## src/rtl/soml_bit_mapper.sv

```systemverilog
// Maps SOML antenna/constellation indices to a Gray-coded bit frame,
// buffers frames in a small FIFO and streams them out OUT_W bits per beat.
// A frame stays in the FIFO while it is being serialized, so DEPTH counts
// the frame in flight as well as the ones waiting behind it.
module soml_bit_mapper #(
  parameter int unsigned N      = 32,
  parameter int unsigned M_BITS = 2,
  parameter int unsigned Q_BITS = 4,
  parameter int unsigned OUT_W  = 4,
  parameter int unsigned DEPTH  = 4
) (
  input  logic                clk,
  input  logic                rst_n,
  input  logic                in_valid,
  output logic                in_ready,
  input  logic signed [N-1:0] m_Imin_1,
  input  logic signed [N-1:0] m_Qmin_1,
  input  logic signed [N-1:0] m_Imin_2,
  input  logic signed [N-1:0] m_Qmin_2,
  input  logic [Q_BITS:0]     q_min,
  input  logic                flush,
  output logic [OUT_W-1:0]    out_data,
  output logic                out_valid,
  input  logic                out_ready,
  output logic                out_last,
  output logic                err_sticky,
  output logic [15:0]         err_cnt,
  output logic [15:0]         frame_cnt
);

  localparam int unsigned F       = 4 * M_BITS + Q_BITS;
  localparam int unsigned BEATS   = F / OUT_W;
  localparam int unsigned AW      = $clog2(DEPTH);
  localparam int unsigned PW      = AW + 1;
  localparam int unsigned BCW     = (BEATS > 1) ? $clog2(BEATS) : 1;
  localparam int unsigned QW      = Q_BITS + 1;
  localparam int unsigned IDX_MAX = 2 ** M_BITS;
  localparam int unsigned QM_MAX  = 2 ** Q_BITS;

  // Reject parameter sets the datapath cannot represent.
  if ((F % OUT_W) != 0) begin : g_bad_out_w
    $error("soml_bit_mapper: frame width must be a multiple of OUT_W");
  end
  if ((DEPTH < 2) || ((DEPTH & (DEPTH - 1)) != 0)) begin : g_bad_depth
    $error("soml_bit_mapper: DEPTH must be a power of two >= 2");
  end

  // Returns {error, gray_bits}; out-of-range indices give zero bits.
  function automatic logic [M_BITS:0] map_idx(input logic signed [N-1:0] k);
    logic [M_BITS-1:0] km1;
    logic              ok;
    ok  = !k[N-1] && (k != '0) && (unsigned'(k) <= N'(IDX_MAX));
    km1 = M_BITS'(unsigned'(k) - N'(1));
    map_idx = ok ? {1'b0, km1 ^ (km1 >> 1)} : {1'b1, {M_BITS{1'b0}}};
  endfunction

  logic [M_BITS:0] mi1, mq1, mi2, mq2;
  logic            q_ok;
  logic [Q_BITS-1:0] b2;
  logic [F-1:0]    in_frame;
  logic            in_err;

  // Input mapping: Gray-coded indices plus antenna bits, with error flag.
  always_comb begin
    mi1      = map_idx(m_Imin_1);
    mq1      = map_idx(m_Qmin_1);
    mi2      = map_idx(m_Imin_2);
    mq2      = map_idx(m_Qmin_2);
    q_ok     = (q_min != '0) && (q_min <= QW'(QM_MAX));
    b2       = q_ok ? Q_BITS'(q_min - QW'(1)) : '0;
    in_frame = {mi1[M_BITS-1:0], mq1[M_BITS-1:0], mi2[M_BITS-1:0],
                mq2[M_BITS-1:0], b2};
    in_err   = mi1[M_BITS] | mq1[M_BITS] | mi2[M_BITS] | mq2[M_BITS] | !q_ok;
  end

  logic [F-1:0]     mem [DEPTH];
  logic [PW-1:0]    wr_ptr, rd_ptr, wr_ptr_n, rd_ptr_n, rd_next;
  logic [PW-1:0]    count, count_n;
  logic [F-1:0]     shreg;
  logic [BCW-1:0]   beat_cnt;
  logic             accept, beat_hs, last_hs, pop, load;
  logic [F-1:0]     load_frame;

  // Handshakes, FIFO pointer updates and serializer load selection.
  always_comb begin
    count      = wr_ptr - rd_ptr;
    accept     = in_valid && in_ready && !flush;
    beat_hs    = out_valid && out_ready;
    last_hs    = beat_hs && out_last;
    pop        = last_hs && !flush;
    rd_next    = rd_ptr + PW'(1);
    load       = 1'b0;
    load_frame = mem[rd_ptr[AW-1:0]];
    if (!flush) begin
      if (!out_valid && (count != '0)) begin
        load = 1'b1;
      end else if (last_hs && (count > PW'(1))) begin
        load       = 1'b1;
        load_frame = mem[rd_next[AW-1:0]];
      end else if (last_hs && accept) begin
        // The only remaining frame arrives on this very edge: bypass the FIFO.
        load       = 1'b1;
        load_frame = in_frame;
      end
    end
    if (flush) begin
      wr_ptr_n = '0;
      rd_ptr_n = '0;
    end else begin
      wr_ptr_n = accept ? wr_ptr + PW'(1) : wr_ptr;
      rd_ptr_n = pop ? rd_next : rd_ptr;
    end
    count_n = wr_ptr_n - rd_ptr_n;
  end

  // FIFO storage (no reset needed; occupancy is tracked by the pointers).
  always_ff @(posedge clk) begin
    if (accept) begin
      mem[wr_ptr[AW-1:0]] <= in_frame;
    end
  end

  // FIFO pointers and registered ready.
  always_ff @(posedge clk or negedge rst_n) begin
    if (!rst_n) begin
      wr_ptr   <= '0;
      rd_ptr   <= '0;
      in_ready <= 1'b0;
    end else begin
      wr_ptr   <= wr_ptr_n;
      rd_ptr   <= rd_ptr_n;
      in_ready <= (count_n != PW'(DEPTH));
    end
  end

  // Serializer: load a frame, shift out MSB slice first, drop valid after last beat.
  always_ff @(posedge clk or negedge rst_n) begin
    if (!rst_n) begin
      shreg     <= '0;
      beat_cnt  <= '0;
      out_valid <= 1'b0;
      out_last  <= 1'b0;
    end else if (flush) begin
      beat_cnt  <= '0;
      out_valid <= 1'b0;
      out_last  <= 1'b0;
    end else if (load) begin
      shreg     <= load_frame;
      beat_cnt  <= '0;
      out_valid <= 1'b1;
      out_last  <= (BEATS == 1);
    end else if (beat_hs) begin
      if (out_last) begin
        out_valid <= 1'b0;
        out_last  <= 1'b0;
      end else begin
        shreg    <= shreg << OUT_W;
        beat_cnt <= beat_cnt + BCW'(1);
        out_last <= (beat_cnt == BCW'(BEATS - 2));
      end
    end
  end

  assign out_data = shreg[F-1 -: OUT_W];

  // Status counters: saturating error count, wrapping frame count.
  always_ff @(posedge clk or negedge rst_n) begin
    if (!rst_n) begin
      err_sticky <= 1'b0;
      err_cnt    <= '0;
      frame_cnt  <= '0;
    end else begin
      if (accept && in_err) begin
        err_sticky <= 1'b1;
        if (err_cnt != 16'hFFFF) begin
          err_cnt <= err_cnt + 16'd1;
        end
      end
      if (pop) begin
        frame_cnt <= frame_cnt + 16'd1;
      end
    end
  end

endmodule

```

## config.mk

```make
export PLATFORM = sky130hd
export DESIGN_NAME = soml_bit_mapper
export DESIGN_NICKNAME = d
export VERILOG_FILES = /design/src/rtl/soml_bit_mapper.sv
export SDC_FILE = /design/constraint.sdc
export NUM_CORES = 1
export LEC_CHECK = 0
export CAP_MARGIN = 20
export CORE_ASPECT_RATIO = 1.5
export CORE_MARGIN = 4
export CORE_UTILIZATION = 40
export CTS_CLUSTER_DIAMETER = 150
export DETAILED_ROUTE_END_ITERATION = 12
export HOLD_SLACK_MARGIN = 0.08
export PLACE_DENSITY_LB_ADDON = 0.15
export SYNTH_ARGS = -nofsm -noshare
export SYNTH_HDL_FRONTEND = slang
export SYNTH_SLANG_ARGS = --single-unit
```

## constraint.sdc

```tcl
create_clock -name clk -period 6.6 [get_ports clk]
set_input_delay 0.99 -clock clk [delete_from_list [all_inputs] [get_ports clk]]
set_output_delay 0.99 -clock clk [all_outputs]
set_load 0.02 [all_outputs]
```

==> flow_summary.json <==
{
  "seq_area_frac_synth_pct": 50.1,
  "finalClockSkew_ps": 7.20,
  "power_density_mw_per_mm2": 208,
  "grt_pass1_wl_mm": 23.1,
  "setup_viol": 0,
  "yosysMostFrequentCell": "dfrtp_1",
  "drc": 0,
  "initialDrtViolationCount": 179,
  "drt-vias-per-instance": 5.35,
  "wl_mm": 14.4,
  "rsz0062_at_grt": "no",
  "async_flop_share_pct": 53.8,
  "area_delta_synth_final_pct": 39.2,
  "cts_made_buffers": 9,
  "clk_pin_slew_ps": 70,
  "min_period_over_period_pct": 52.3,
  "antenna_left": 0,
  "synthesis.instances": 454,
  "ys_warn_count": 0,
  "timing.rr.end": "shreg[9]",
  "path_class": "in2reg",
  "clk_path_buf_depth": 2,
  "hpwl_mm": 11.5,
  "cap_violations": 0,
  "synth-seq-cells": 104,
  "synth.avg_cell_area_sq_um": 12.5,
  "routabilityCongestion": 0.822,
  "whs_path_depth": 1,
  "slew_headroom_pct": 45.0,
  "grt_overflow": 0,
  "wl_per_cell_microns": 17.5,
  "mappedNetlistArea_sq_mm": 0.00568,
  "fp.coreArea_sq_mm": 0.0140,
  "worstMarginPinSlew_ps": 824,
  "critPathCaptureType": "flop",
  "timing.fmax_mhz": 290,
  "die_area_sq_mm": 0.0162,
  "dieHeight_microns": 154,
  "num_io_pins": 178,
  "diodes": 0,
  "rr_worst_depth": 9,
  "cts_resized": 0,
  "min_from": "frame_cnt[15]",
  "ys_types": 57,
  "portBuffers": 177,
  "vdd_drop_max_mv": 0.126,
  "synth_edf_count": 48,
  "grt_max_degree": 57,
  "start_kind": "input port",
  "finalHoldViolCount": 0,
  "antenna_found_initial": 0,
  "holdBufCountCts": 0,
  "drv_slew": 0,
  "grt.total_usage_pct": 17.9,
  "synth_top_cell_by_area": "edfxtp_1",
  "clock-sinks": 104,
  "totalNegativeSetupSlack_ps": 0,
  "hold_path_end": "frame_cnt[15]",
  "netlist_top_cells_count": "56 x dfrtp_1, 48 x edfxtp_1, 33 x nor2_1",
  "yosysTopAreaCellShare_pct": 25.4,
  "drive_above_1_share_pct": 12.0,
  "rows": 53,
  "r2r_start": "rd_ptr[0]",
  "crit_arrival_ps": 3690,
  "cts_setup_buffers": 0,
  "ff2ff_setup_slack_ps": 3560,
  "crit_fanout": 19,
  "synthesis.nets": 610,
  "nets": 782,
  "finish.utilization_pct": 56.5,
  "worstSkewPairLatency_ps": 340,
  "hold_path.class": "reg2reg",
  "vias": 4405,
  "ys_top_cells_by_area": "edfxtp_1 25%, dfrtp_1 25%, mux4_2 9.5%",
  "cts_tree": "built",
  "synth-main-ff-cell": "dfrtp_1",
  "drt_pass1_iterations": 4,
  "cellLeakagePower_nw": 3.06,
  "cp.required_ps": 6840,
  "start_util_pct": 40.6,
  "grt_pass1_vias": 4706,
  "post-route-min-period_ps": 3450,
  "status": "complete, no violations",
  "htreeDepth": 3,
  "root_buffer": "clkbuf_16",
  "die_x_microns": 105
}
[state kept, by name, indices dropped and copies added (netlist names)]
register    count
beat_cnt        2
frame_cnt      16
in_ready        1
out_last        1
out_valid       1
shreg          12
err_cnt        16
rd_ptr          3
err_sticky      1
wr_ptr          3
mem            48
[cell usage in the layout (no fill, tap or decap), drive strengths merged, types with 12 or more instances in the layout]
cell,instances
xnor2,21
clkdlybuf4s50,176
nor2,33
nand3,19
edfxtp,48
nand4,12
dfrtp,56
inv,18
xor2,28
mux4,24
nand2,21
nor3,16
nor4,32
ha,17
[per-layer routing]
layer	vias to the layer above	GRT usage, %	wire length [microns]
met5	-	0	0
met4	0	5.32	195
met3	10	4.16	912
met2	165	34.5	7950
met1	2167	19.1	5330
li1	2063	-	-
[cell type report]
| type | count | area (sq um) |
|---|---|---|
| fill | 1197 | 6090 |
| sequential | 104 | 2840 |
| multi-input combinational | 312 | 2660 |
| timing repair buffer | 182 | 1810 |
| tap | 192 | 240 |
| clock buffer | 10 | 229 |
| inverter | 17 | 63.8 |
| clock inverter | 6 | 58.8 |
[through the flow]
| step | cells | instance area (sq um) | hold slack, ps | total power (W) | worst slack, ps |
|---|---|---|---|---|---|
| global placement | 805 | 7600 | 463 | 0.00113 | 2660 |
| CTS | 821 | 7890 | 476 | 0.00166 | 3000 |
| floorplan | 454 | 5680 | 469 | 0.000960 | 3750 |
| global route | 823 | 7900 | 504 | 0.00172 | 2880 |
| detailed placement | 805 | 7600 | 465 | 0.00114 | 2610 |
| finish | 823 | 7900 | 471 | 0.00164 | 3150 |
[power breakdown]
| group | total, W | internal, W | switching [W] |
|---|---|---|---|
| Clock | 0.000522 | 0.000292 | 0.000230 |
| Combinational | 0.000338 | 0.000189 | 0.000149 |
| Sequential | 0.000784 | 0.000735 | 0.0000485 |
[cell families after synthesis]
group	share of synthesized area, %
XOR/XNOR	7.95
AND/OR/NAND/NOR	19.0
adder cells (fa/ha/maj)	4.10
AO/OA/AOI/OAI	5.09
multiplexers	10.7
flip-flops	50.1
buffers and inverters	3.08
[worst max-delay path by stage]
stage,from,end,slack (ps),cells after the start
5_1_grt,flush,shreg[9],2880,7
3_5_place_dp,m_Qmin_1[19],err_cnt[1],2610,7
2_1_floorplan,m_Imin_1[13],err_cnt[1],3750,6
3_3_place_gp,m_Imin_1[13],err_cnt[1],2660,7
4_1_cts,m_Qmin_1[19],err_cnt[1],3000,7
6_report,flush,shreg[9],3150,7
[worst max-delay path: stages]
cell,delay (ps)
clkdlybuf4s50_1,720
and4b_1,600
nand3_1,270
nor3b_2,260
nor2_1,520
nor3_1,100
a211oi_1,230
Power figures use the tool's default switching activity.
